<file path="src/rtl/define.v">
// Shared machine-wide field widths: micro-op code, instruction address and
// architectural register index.
`ifndef FALU_DEFINE_V
`define FALU_DEFINE_V
`define MicOperateCode 7:0
`define InstAddrBus    31:0
`define ArchRegBUs     4:0
`endif

</file>
<file path="src/rtl/falu_issue_queue_pkg.sv">
// Shared FP issue-queue types: the per-entry op record, the default queue depth
// and the writeback wakeup match helper.
`include "define.v"

package falu_issue_queue_pkg;

  localparam int FALU_IQ_DEPTH = 4;
  localparam int FALU_WIDTH    = 32;

  typedef struct packed {
    logic [`MicOperateCode] mic_op;
    logic [`InstAddrBus]    inst_addr;
    logic                   pred;
    logic [`ArchRegBUs]     rd_addr;
  } falu_iq_pay_t;

  // A writeback only wakes a source that is still waiting on that register.
  function automatic logic wb_hit(input logic               wb_vld,
                                  input logic [`ArchRegBUs] wb_addr,
                                  input logic [`ArchRegBUs] src_addr,
                                  input logic               src_rdy);
    return wb_vld && !src_rdy && (wb_addr == src_addr);
  endfunction

endpackage

</file>
<file path="src/rtl/falu_iq_entry.sv">
// One issue-queue slot: holds an op, snoops the writeback bus for its own
// not-ready sources and captures the data on a match.
module falu_iq_entry
  import falu_issue_queue_pkg::*;
#(
  parameter int WIDTH_FALU = FALU_WIDTH
) (
  input  logic                    i_clk,
  input  logic                    i_rst,
  input  logic                    i_flush,
  input  logic                    i_load,
  input  logic                    i_clear,
  input  falu_iq_pay_t            i_pay,
  input  logic [WIDTH_FALU-1:0]   i_jump,
  input  logic                    i_src1_rdy,
  input  logic                    i_src2_rdy,
  input  logic [`ArchRegBUs]      i_src1_addr,
  input  logic [`ArchRegBUs]      i_src2_addr,
  input  logic [2*WIDTH_FALU-1:0] i_src1_dat,
  input  logic [2*WIDTH_FALU-1:0] i_src2_dat,
  input  logic                    i_wb_vld,
  input  logic [`ArchRegBUs]      i_wb_addr,
  input  logic [2*WIDTH_FALU-1:0] i_wb_dat,
  output logic                    o_rdy,
  output falu_iq_pay_t            o_pay,
  output logic [WIDTH_FALU-1:0]   o_jump,
  output logic [2*WIDTH_FALU-1:0] o_src1_dat,
  output logic [2*WIDTH_FALU-1:0] o_src2_dat
);

  logic                    r_vld;
  falu_iq_pay_t            r_pay;
  logic [WIDTH_FALU-1:0]   r_jump;
  logic                    r_s1_rdy;
  logic                    r_s2_rdy;
  logic [`ArchRegBUs]      r_s1_addr;
  logic [`ArchRegBUs]      r_s2_addr;
  logic [2*WIDTH_FALU-1:0] r_s1_dat;
  logic [2*WIDTH_FALU-1:0] r_s2_dat;

  logic w_hit1;
  logic w_hit2;

  assign w_hit1 = r_vld && wb_hit(i_wb_vld, i_wb_addr, r_s1_addr, r_s1_rdy);
  assign w_hit2 = r_vld && wb_hit(i_wb_vld, i_wb_addr, r_s2_addr, r_s2_rdy);

  always_ff @(posedge i_clk or posedge i_rst) begin
    if (i_rst) begin
      r_vld     <= 1'b0;
      r_pay     <= '0;
      r_jump    <= '0;
      r_s1_rdy  <= 1'b0;
      r_s2_rdy  <= 1'b0;
      r_s1_addr <= '0;
      r_s2_addr <= '0;
      r_s1_dat  <= '0;
      r_s2_dat  <= '0;
    end else if (i_flush) begin
      r_vld    <= 1'b0;
      r_s1_rdy <= 1'b0;
      r_s2_rdy <= 1'b0;
    end else if (i_load) begin
      r_vld     <= 1'b1;
      r_pay     <= i_pay;
      r_jump    <= i_jump;
      r_s1_rdy  <= i_src1_rdy;
      r_s2_rdy  <= i_src2_rdy;
      r_s1_addr <= i_src1_addr;
      r_s2_addr <= i_src2_addr;
      r_s1_dat  <= i_src1_dat;
      r_s2_dat  <= i_src2_dat;
    end else begin
      if (i_clear) r_vld <= 1'b0;
      if (w_hit1) begin
        r_s1_rdy <= 1'b1;
        r_s1_dat <= i_wb_dat;
      end
      if (w_hit2) begin
        r_s2_rdy <= 1'b1;
        r_s2_dat <= i_wb_dat;
      end
    end
  end

  assign o_rdy      = r_vld && r_s1_rdy && r_s2_rdy;
  assign o_pay      = r_pay;
  assign o_jump     = r_jump;
  assign o_src1_dat = r_s1_dat;
  assign o_src2_dat = r_s2_dat;

endmodule

</file>
<file path="src/rtl/falu_issue_queue.sv">
// In-order FP ALU issue queue with writeback wakeup; only the head issues, into a registered output.
// FALU_IQ_ENQ_BYPASS_EN lets a ready op hitting an empty queue go straight to the output register.
module falu_issue_queue
  import falu_issue_queue_pkg::*;
#(
  parameter int DEPTH      = FALU_IQ_DEPTH,
  parameter int WIDTH_FALU = FALU_WIDTH
) (
  input  logic                    Clk,
  input  logic                    Rest,
  input  logic                    Flush,
  input  logic                    InValid,
  output logic                    InReady,
  input  logic [`MicOperateCode]  InMicOperate,
  input  logic [`InstAddrBus]     InInstAddr,
  input  logic                    InPredictValue,
  input  logic [WIDTH_FALU-1:0]   InJumpOffset,
  input  logic [`ArchRegBUs]      InRdAddr,
  input  logic [2*WIDTH_FALU-1:0] InSrc1Data,
  input  logic [2*WIDTH_FALU-1:0] InSrc2Data,
  input  logic                    InSrc1Ready,
  input  logic                    InSrc2Ready,
  input  logic [`ArchRegBUs]      InSrc1Addr,
  input  logic [`ArchRegBUs]      InSrc2Addr,
  input  logic                    WbValid,
  input  logic [`ArchRegBUs]      WbAddr,
  input  logic [2*WIDTH_FALU-1:0] WbData,
  output logic                    IssueValid,
  output logic [`MicOperateCode]  FAluMicOperate,
  output logic [`InstAddrBus]     FaluInstAddr,
  output logic                    FpredictValue,
  output logic [WIDTH_FALU-1:0]   FJumpOffset,
  output logic [2*WIDTH_FALU-1:0] FArchRegister1,
  output logic [2*WIDTH_FALU-1:0] FArchRegister2,
  output logic [`ArchRegBUs]      OutRdaddr
);

  localparam int PTR_W = $clog2(DEPTH);
  localparam int CNT_W = $clog2(DEPTH + 1);
  localparam int DW    = 2 * WIDTH_FALU;

  logic [PTR_W-1:0] r_head;
  logic [PTR_W-1:0] r_tail;
  logic [CNT_W-1:0] r_count;

  logic            w_enq;
  logic            w_enq_q;
  logic            w_bypass;
  logic            w_issue;
  logic            w_in_hit1;
  logic            w_in_hit2;
  logic            w_in_s1_rdy;
  logic            w_in_s2_rdy;
  logic [DW-1:0]   w_in_s1_dat;
  logic [DW-1:0]   w_in_s2_dat;
  falu_iq_pay_t    w_in_pay;

  logic                  w_e_rdy    [DEPTH];
  falu_iq_pay_t          w_e_pay    [DEPTH];
  logic [WIDTH_FALU-1:0] w_e_jump   [DEPTH];
  logic [DW-1:0]         w_e_s1_dat [DEPTH];
  logic [DW-1:0]         w_e_s2_dat [DEPTH];

  assign InReady = (r_count < CNT_W'(DEPTH));
  assign w_enq   = InValid && InReady && !Flush;

  // Same-cycle wakeup is folded into the incoming op once, shared by every slot and the bypass.
  assign w_in_hit1   = wb_hit(WbValid, WbAddr, InSrc1Addr, InSrc1Ready);
  assign w_in_hit2   = wb_hit(WbValid, WbAddr, InSrc2Addr, InSrc2Ready);
  assign w_in_s1_rdy = InSrc1Ready || w_in_hit1;
  assign w_in_s2_rdy = InSrc2Ready || w_in_hit2;
  assign w_in_s1_dat = w_in_hit1 ? WbData : InSrc1Data;
  assign w_in_s2_dat = w_in_hit2 ? WbData : InSrc2Data;

  assign w_in_pay.mic_op    = InMicOperate;
  assign w_in_pay.inst_addr = InInstAddr;
  assign w_in_pay.pred      = InPredictValue;
  assign w_in_pay.rd_addr   = InRdAddr;

`ifdef FALU_IQ_ENQ_BYPASS_EN
  assign w_bypass = w_enq && (r_count == '0) && w_in_s1_rdy && w_in_s2_rdy;
`else
  assign w_bypass = 1'b0;
`endif

  assign w_enq_q = w_enq && !w_bypass;
  assign w_issue = w_e_rdy[r_head] && !Flush;

  for (genvar g = 0; g < DEPTH; g++) begin : g_entry
    falu_iq_entry #(
      .WIDTH_FALU (WIDTH_FALU)
    ) u_entry (
      .i_clk       (Clk),
      .i_rst       (Rest),
      .i_flush     (Flush),
      .i_load      (w_enq_q && (r_tail == PTR_W'(g))),
      .i_clear     (w_issue && (r_head == PTR_W'(g))),
      .i_pay       (w_in_pay),
      .i_jump      (InJumpOffset),
      .i_src1_rdy  (w_in_s1_rdy),
      .i_src2_rdy  (w_in_s2_rdy),
      .i_src1_addr (InSrc1Addr),
      .i_src2_addr (InSrc2Addr),
      .i_src1_dat  (w_in_s1_dat),
      .i_src2_dat  (w_in_s2_dat),
      .i_wb_vld    (WbValid),
      .i_wb_addr   (WbAddr),
      .i_wb_dat    (WbData),
      .o_rdy       (w_e_rdy[g]),
      .o_pay       (w_e_pay[g]),
      .o_jump      (w_e_jump[g]),
      .o_src1_dat  (w_e_s1_dat[g]),
      .o_src2_dat  (w_e_s2_dat[g])
    );
  end

  // DEPTH is a power of two, so the pointers wrap on their own.
  always_ff @(posedge Clk or posedge Rest) begin
    if (Rest) begin
      r_head  <= '0;
      r_tail  <= '0;
      r_count <= '0;
    end else if (Flush) begin
      r_head  <= '0;
      r_tail  <= '0;
      r_count <= '0;
    end else begin
      r_head  <= r_head + PTR_W'(w_issue);
      r_tail  <= r_tail + PTR_W'(w_enq_q);
      r_count <= r_count + CNT_W'(w_enq_q) - CNT_W'(w_issue);
    end
  end

  always_ff @(posedge Clk or posedge Rest) begin
    if (Rest) begin
      IssueValid     <= 1'b0;
      FAluMicOperate <= '0;
      FaluInstAddr   <= '0;
      FpredictValue  <= 1'b0;
      FJumpOffset    <= '0;
      FArchRegister1 <= '0;
      FArchRegister2 <= '0;
      OutRdaddr      <= '0;
    end else if (Flush) begin
      IssueValid <= 1'b0;
    end else if (w_issue) begin
      IssueValid     <= 1'b1;
      FAluMicOperate <= w_e_pay[r_head].mic_op;
      FaluInstAddr   <= w_e_pay[r_head].inst_addr;
      FpredictValue  <= w_e_pay[r_head].pred;
      FJumpOffset    <= w_e_jump[r_head];
      FArchRegister1 <= w_e_s1_dat[r_head];
      FArchRegister2 <= w_e_s2_dat[r_head];
      OutRdaddr      <= w_e_pay[r_head].rd_addr;
    end else if (w_bypass) begin
      IssueValid     <= 1'b1;
      FAluMicOperate <= InMicOperate;
      FaluInstAddr   <= InInstAddr;
      FpredictValue  <= InPredictValue;
      FJumpOffset    <= InJumpOffset;
      FArchRegister1 <= w_in_s1_dat;
      FArchRegister2 <= w_in_s2_dat;
      OutRdaddr      <= InRdAddr;
    end else begin
      IssueValid <= 1'b0;
    end
  end

endmodule

</file>
<file path="config.mk">
export PLATFORM = sky130hd
export DESIGN_NAME = falu_issue_queue
export DESIGN_NICKNAME = d
export VERILOG_FILES = /design/src/rtl/falu_issue_queue_pkg.sv /design/src/rtl/falu_iq_entry.sv /design/src/rtl/falu_issue_queue.sv
export VERILOG_INCLUDE_DIRS = /design/src /design/src/rtl
export SDC_FILE = /design/constraint.sdc
export NUM_CORES = 2
export LEC_CHECK = 0
export CAP_MARGIN = 0
export CORE_UTILIZATION = 52
export CTS_CLUSTER_DIAMETER = 50
export DETAILED_ROUTE_END_ITERATION = 10
export GPL_TIMING_DRIVEN = 1
export PLACE_DENSITY_LB_ADDON = 0.3
export SYNTH_ARGS = -nofsm -noshare
export SYNTH_HDL_FRONTEND = slang
export SYNTH_SLANG_ARGS = --single-unit
</file>
<file path="constraint.sdc">
create_clock -name Clk -period 41.1 [get_ports Clk]
set_input_delay 8.22 -clock Clk [delete_from_list [all_inputs] [get_ports Clk]]
set_output_delay 8.22 -clock Clk [all_outputs]
set_load 0.05 [all_outputs]
</file>
Word level (Yosys, flattened, before mapping)
Index checks and enable logic that the tools add are counted.
{ "totals": {"ff_bits": 1090, "latchBits": 0, "ramBits": 0, "mem_bits_ro": 0, "in_bits": 292, "output_inout_bits": 208, "word_cells": 252, "mem_count": 0} }
{ "op_classes": {"add_sub_neg": 4, "multipliers": 0, "n_div": 0, "magnitude_cmp": 2, "eq_ne": 16, "shift": 0, "mux": 74, "bitwise_logic": 2, "reduce_logical": 95} }
{ "ops": {"columns": ["operator", "count"], "rows": [
  ["two-way mux 64 bit", 22],
  ["binary-select mux 64 bit (select 2 bit)", 2],
  ["binary-select mux 46 bit (select 2 bit)", 1],
  ["two-way mux 46 bit", 2],
  ["binary-select mux 32 bit (select 2 bit)", 1],
  ["two-way mux 32 bit", 2],
  ["equality test 5 bit", 10],
  ["logical AND 1 bit", 47],
  ["two-way mux 1 bit", 40],
  ["nonzero test 3 bit", 12],
  ["AND reduction 2 bit", 13],
  ["nonzero test 2 bit", 8],
  ["zero test 1 bit", 11],
  ["equality test 2 bit, second input constant", 4],
  ["adder 2 x 1 -> 2 bit", 2],
  ["equality test 2 x 1 -> 1 bit, second input constant", 2],
  ["zero test 2 bit", 2],
  ["two-way mux 2 bit", 2],
  ["adder 3 x 1 -> 3 bit", 1],
  [">= comparator 3 bit, second input constant", 1],
  ["< comparator 3 bit, second input constant", 1],
  ["two-way mux 3 bit", 1],
  ["inverter 2 -> 3 bit", 1],
  ["subtractor 3 x 1 -> 3 bit", 1],
  ["other kinds (3)", 4]
]} }

Longest topological paths before layout
{ "depth": {"word_depth": 10, "depth_mapped": 15, "mapped_depth_nobuf": 12} }

Cells and area by module
From an unflattened synthesis, not the netlist that was laid out.
{ "hier_totals": {"cells_unflattened": 4262, "hier_area_um2": 53343.7} }
{ "modules_own_cells": {"columns": ["mod", "instances", "cells_each", "area_per_inst_um2", "seq_area_each_um2"], "rows": [
  ["falu_iq_entry", 4, 842, 9556.7, 5480.3],
  ["falu_issue_queue", 1, 894, 15117.0, 5355.1]
]} }

Worst setup path before layout
No wires, ideal clock.
{ "synth_path": {"path_kind": "in2reg", "from": "input port Flush", "to": "register r_count[2]", "setup_ns": 0.132, "t_arrival_ns": 10.157, "t_required_ns": 40.968, "path_slack_ns": 30.811, "cell_stages": 12, "n_path_buf": 3, "cell_sequence": "a311o_1 clkbuf_1 buf_2 buf_2 inv_1 ha_1 inv_1 ha_1 inv_1 fa_1 xnor2_1 nor2_1"} }
{ "synth_via": {"elab_chain_cells": 5, "word_cells_on_any_way": 6, "cone_classes": "2 x add/sub; 1 x mux; 3 x reduce/logical"} }
{ "synth_lines": {"columns": ["element", "line", "source"], "rows": [
  ["start: declaration", "falu_issue_queue.sv:11", "input logic Flush,"],
  ["zero test 1 bit", "falu_issue_queue.sv:65, falu_issue_queue.sv:87", null],
  ["logical AND 1 bit", "falu_issue_queue.sv:65", "assign w_enq = InValid && InReady && !Flush;"],
  ["adder 3 x 1 -> 3 bit", "falu_issue_queue.sv:130", "r_count <= r_count + CNT_W'(w_enq_q) - CNT_W'(w_issue);"],
  ["subtractor 3 x 1 -> 3 bit", "falu_issue_queue.sv:130", null],
  ["two-way mux 3 bit *", "falu_issue_queue.sv:123", "end else if (Flush) begin"],
  ["end signal: assignment", "falu_issue_queue.sv:130", null],
  ["end: declaration", "falu_issue_queue.sv:44", "logic [CNT_W-1:0] r_count;"]
]} }
Mark *: on every way between the ends. The rest lies on a longest branch, timed or not.
A chain may end at the register's enable or synchronous reset.

==> PnR_summary.wiki <==
{| class="wikitable"
! Metric !! Value
|-
| Starting density of the core || 0.524
|-
| Gate Count Post-Synth || 4497
|-
| Pin slew with the least headroom to its limit || 1.26 ns
|-
| Clock tree buffer depth || 3
|-
| Leading post-synthesis cells by cell area || sky130_fd_sc_hd__dfrtp_1 (52%), sky130_fd_sc_hd__mux2_2 (15%), sky130_fd_sc_hd__mux4_2 (8.9%), sky130_fd_sc_hd__nand2_1 (7.8%), sky130_fd_sc_hd__a21oi_1 (1.7%)
|-
| Final critical-path setup slack || 29.23 ns
|-
| Number of storage elements in the synthesis netlist || 1090
|-
| Synthesized netlist net count || 4794
|-
| Final nets || between 5000 and 6000
|-
| Crit start category || input port
|-
| Vias in the first global route || 40099
|-
| Clock-pin slew on the worst setup and hold paths || around 0.060 ns
|-
| Half-perimeter wire length of the detailed placement result || 90200 um
|-
| Core footprint || 0.0999 mm^2
|-
| Cts-stage hold buffer count || 0
|-
| Average size of a mapped cell || about 12 um^2
|-
| Antenna violations before repair || 29
|-
| Cell area after synthesis || approximately 0.052 mm^2
|-
| Total of max-cap violations || 0
|-
| Total routing usage reported by global routing || 0.312
|-
| Power per unit of standard cell area || 53.1 mW/mm^2
|-
| Total number of placement rows || 116
|-
| Cell type of the slowest stage on the worst timing path || sky130_fd_sc_hd__buf_4
|-
| Result of the run || finished clean
|-
| Wire length of the first global-routing pass || 244000 um
|-
| TritonCTS clock tree || yes
|-
| Largest net degree at the start of global routing || 166
|-
| Seq pwr share || 0.433
|-
| Internal power || ~2.4 mW
|-
| Detailed-route via count || 38539
|-
| Deepest level of the CTS H-tree || 4
|-
| Max Clock Skew || 0.0320 ns
|-
| Fraction of power spent switching nets || 0.284
|-
| Number of hold violations in the final report || 0
|-
| Leakage || 28.6 nW
|-
| Final clock period utilization by the worst path || 0.289
|-
| Quantity of I/O buffers inserted on ports || around 500
|-
| Clock insertion delay at the later pin of the skew report || 0.75 ns
|-
| Postcts setup bufs || 0
|-
| Root buf cell || sky130_fd_sc_hd__clkbuf_16
|-
| Most frequent CP cell || sky130_fd_sc_hd__buf_4
|-
| Relative slew slack || 0.158
|-
| Number of library cell types mapped by synthesis || 55
|-
| DIE HEIGHT || 319 um
|-
| Final Routed Wirelength || between 150000 and 200000 um
|-
| Number of pins with negative max-slew slack in the final report || 0
|-
| Async set-or-reset flop fraction in the synthesized netlist || 1.00
|-
| Number of clock sinks seen by CTS || 1090
|-
| NetSw || 0.946 mW
|-
| Top fanout value on the critical path || 163
|-
| Worst hold path type || reg2reg
|-
| Number of enable flip-flop cells after synthesis || 0
|-
| Area of the die || slightly above 0.1 mm^2
|-
| Setup violators final || 0
|-
| Power share of the combinational group || 0.203
|-
| Data arrival time of the worst path || around 13 ns
|-
| Setup WS pre-CTS || 28.30 ns
|-
| Post-synthesis cell type with the largest combined area || sky130_fd_sc_hd__dfrtp_1
|-
| Vias/cell || 6.15
|-
| Area share of the largest cell type after synthesis || 0.521
|-
| Count of cells resized by post-cts repair || 0
|-
| Final weighted congestion in routability-driven placement || 0.810
|-
| Highest cell delay on the worst timing path || ~0.80 ns
|-
| Worst setup path category || in2async
|-
| Count of boundary I/O pins || 500
|-
| Setup total negative slack || 0 ns
|-
| Number of routed nets with antenna violations || 0
|-
| Total iterations of the first detailed-routing run || 8
|-
| Signed area change from the synthesized netlist to the final layout || 19.7%
|-
| Horiz. Die Dim || 319 um
|-
| DRC marker count from the first detailed-route iteration || between 3000 and 4000
|-
| Peak supply drop || 0.0000370 V
|-
| Sequential area share after synthesis || 0.521
|-
| Grt total ovfl || 0
|-
| Highest Clock Rate || 84.2 MHz
|-
| Ratio of cells with drive above 1 in the final layout || 0.272
|-
| RSZ-0062 raised after global routing || no
|-
| Drc violations || 0
|-
| Fin crit period || 11.87 ns
|-
| Count of warnings emitted by yosys || 0
|-
| Most used flip-flop cell after synthesis || sky130_fd_sc_hd__dfrtp_1
|-
| Average wire length per cell after detail routing || 25.1 um
|-
| Total clock buffers created by CTS || 130
|-
| Critical Path End Type || async pin
|-
| Clock share of power || 0.363
|-
| Data required time of the worst path || 41.85 ns
|-
| Critical Path, Cell by Cell || clkdlybuf4s50_1, inv_8, buf_4, buf_12, buf_4, buf_4
|}
## cells by family after synthesis
kind of cell,Yosys count,share of synthesized area
and+or+nand+nor,1453,0.113
DFF,1090,0.521
muxes,925,0.243
AOI/OAI and AO/OA,548,0.0765
buffers and inverters,422,0.0361
xor gates and xnor gates,54,0.00904
adders and majority gates,5,0.00134
## layer usage
metal / track usage / up-vias / share of wire
met5: 0 / - / 0.00043
met4: 0.147 / 12 / 0.039
met3: 0.0650 / 364 / 0.083
met2: 0.495 / 1856 / 0.48
met1: 0.411 / 19626 / 0.40
li1: - / 16681 / -
## synth_stat cells, drive strengths merged (2+ instances only)
library cell     n
a211oi          73
a21o            17
a21oi          184
a221oi          68
a222oi          63
a31o             3
and3            50
buf            120
clkbuf         229
dfrtp         1090
ha               4
inv             73
mux2           719
mux4           206
nand2         1086
nand3           20
nand4           11
nor2           191
nor2b            5
nor3            23
nor3b            6
nor4             2
o21a             4
o21ai           72
o221a           61
or2             46
or4              5
xnor2           46
xor2             8
## worst max-delay path, delay by kind of cell
family	cells	cell delay, ns
buffers and inverters	6	4.12
## placed cells by master, fill, tap and decap left out, types with 5 or more instances in the layout
| master | n |
|---|---|
| sky130_fd_sc_hd__buf_12 | 5 |
| sky130_fd_sc_hd__xnor2_1 | 46 |
| sky130_fd_sc_hd__a222oi_1 | 63 |
| sky130_fd_sc_hd__and3_1 | 49 |
| sky130_fd_sc_hd__or2_2 | 46 |
| sky130_fd_sc_hd__mux4_2 | 206 |
| sky130_fd_sc_hd__o21ai_0 | 64 |
| sky130_fd_sc_hd__a21o_1 | 15 |
| sky130_fd_sc_hd__dfrtp_1 | 1088 |
| sky130_fd_sc_hd__nand3_1 | 18 |
| sky130_fd_sc_hd__mux2_2 | 718 |
| sky130_fd_sc_hd__clkbuf_16 | 135 |
| sky130_fd_sc_hd__inv_6 | 10 |
| sky130_fd_sc_hd__o221a_2 | 61 |
| sky130_fd_sc_hd__clkinvlp_4 | 10 |
| sky130_fd_sc_hd__bufinv_16 | 15 |
| sky130_fd_sc_hd__clkinv_2 | 13 |
| sky130_fd_sc_hd__nor2b_1 | 5 |
| sky130_fd_sc_hd__a21oi_1 | 180 |
| sky130_fd_sc_hd__inv_1 | 70 |
| sky130_fd_sc_hd__nor2_1 | 189 |
| sky130_fd_sc_hd__xor2_1 | 8 |
| sky130_fd_sc_hd__clkdlybuf4s50_1 | 498 |
| sky130_fd_sc_hd__buf_4 | 56 |
| sky130_fd_sc_hd__clkbuf_1 | 23 |
| sky130_fd_sc_hd__o21ai_4 | 8 |
| sky130_fd_sc_hd__nand2_1 | 1085 |
| sky130_fd_sc_hd__a221oi_1 | 68 |
| sky130_fd_sc_hd__diode_2 | 24 |
| sky130_fd_sc_hd__a211oi_1 | 73 |
| sky130_fd_sc_hd__nor3_1 | 21 |
| sky130_fd_sc_hd__nand4_1 | 11 |
| sky130_fd_sc_hd__clkbuf_8 | 19 |
## flip-flops by register name (all words and copies together), names as in the netlist, 2 cells and up
signal / count
FJumpOffset: 32
OutRdaddr: 5
g_entry.u_entry.r_s2_addr: 20
FAluMicOperate: 8
g_entry.u_entry.o_src2_dat: 256
g_entry.u_entry.r_s1_rdy: 4
g_entry.u_entry.o_src1_dat: 256
r_count: 3
FArchRegister2: 64
g_entry.u_entry.r_s2_rdy: 4
g_entry.u_entry.r_s1_addr: 20
g_entry.u_entry.o_pay: 184
r_tail: 2
FaluInstAddr: 32
FArchRegister1: 64
g_entry.u_entry.o_jump: 128
r_head: 2
g_entry.u_entry.r_vld: 4
## through the flow
stage | instance area, um^2 | power, mW | instances | util | hold WS [ns]
final | 62700 | 3.33 | 6264 | 0.628 | 0.467
after global routing | 62700 | 3.47 | 6263 | 0.628 | 0.486
after CTS | 62600 | 3.34 | 6240 | 0.627 | 0.471
after detailed placement | 58100 | 2.13 | 6006 | 0.582 | 0.456
after global placement | 58100 | 2.10 | 6006 | 0.582 | 0.451
after floorplan | 52300 | 1.91 | 4497 | - | 0.440
## final timing paths
kind	slack [ns]	endpoint	startpoint	depth (start not counted)
hold / removal	0.47	g_entry[2].u_entry.o_jump[10]$_DFFE_PP0P_	g_entry[2].u_entry.o_jump[10]$_DFFE_PP0P_	2
min in group asynchronous	8.05	FJumpOffset[14]$_DFFE_PP0P_	Rest	2
hold reg to reg	0.47	g_entry[2].u_entry.o_jump[10]$_DFFE_PP0P_	g_entry[2].u_entry.o_jump[10]$_DFFE_PP0P_	2
setup reg to reg	36.50	FJumpOffset[4]$_DFFE_PP0P_	r_head[0]$_DFF_PP0_	7
setup / recovery	29.23	FArchRegister1[19]$_DFFE_PP0P_	Rest	6
max in group Clk	29.30	g_entry[1].u_entry.o_src1_dat[38]$_DFFE_PP0P_	WbAddr[1]	8
## power by group through the flow
| stage | sequential, mW | combinational (mW) | clock, mW |
|---|---|---|---|
| finish | 1.44 | 0.676 | 1.21 |
| global route | 1.47 | 0.730 | 1.27 |
| CTS | 1.44 | 0.679 | 1.23 |
| detailed placement | 1.45 | 0.675 | 0 |
| global placement | 1.44 | 0.656 | 0 |
| floorplan | 1.52 | 0.387 | 0 |
## layout make-up
| class | instances | area (um^2) |
|---|---|---|
| multi-input combinational | 2985 | 23400 |
| clock buffer | 177 | 3730 |
| clock inverter | 57 | 800 |
| tap | 1298 | 1620 |
| timing repair buffer | 560 | 5520 |
| fill | 7690 | 37200 |
| sequential | 1090 | 27300 |
| antenna | 24 | 60.1 |
| inverter | 73 | 284 |
Power figures use the tool's default switching activity.
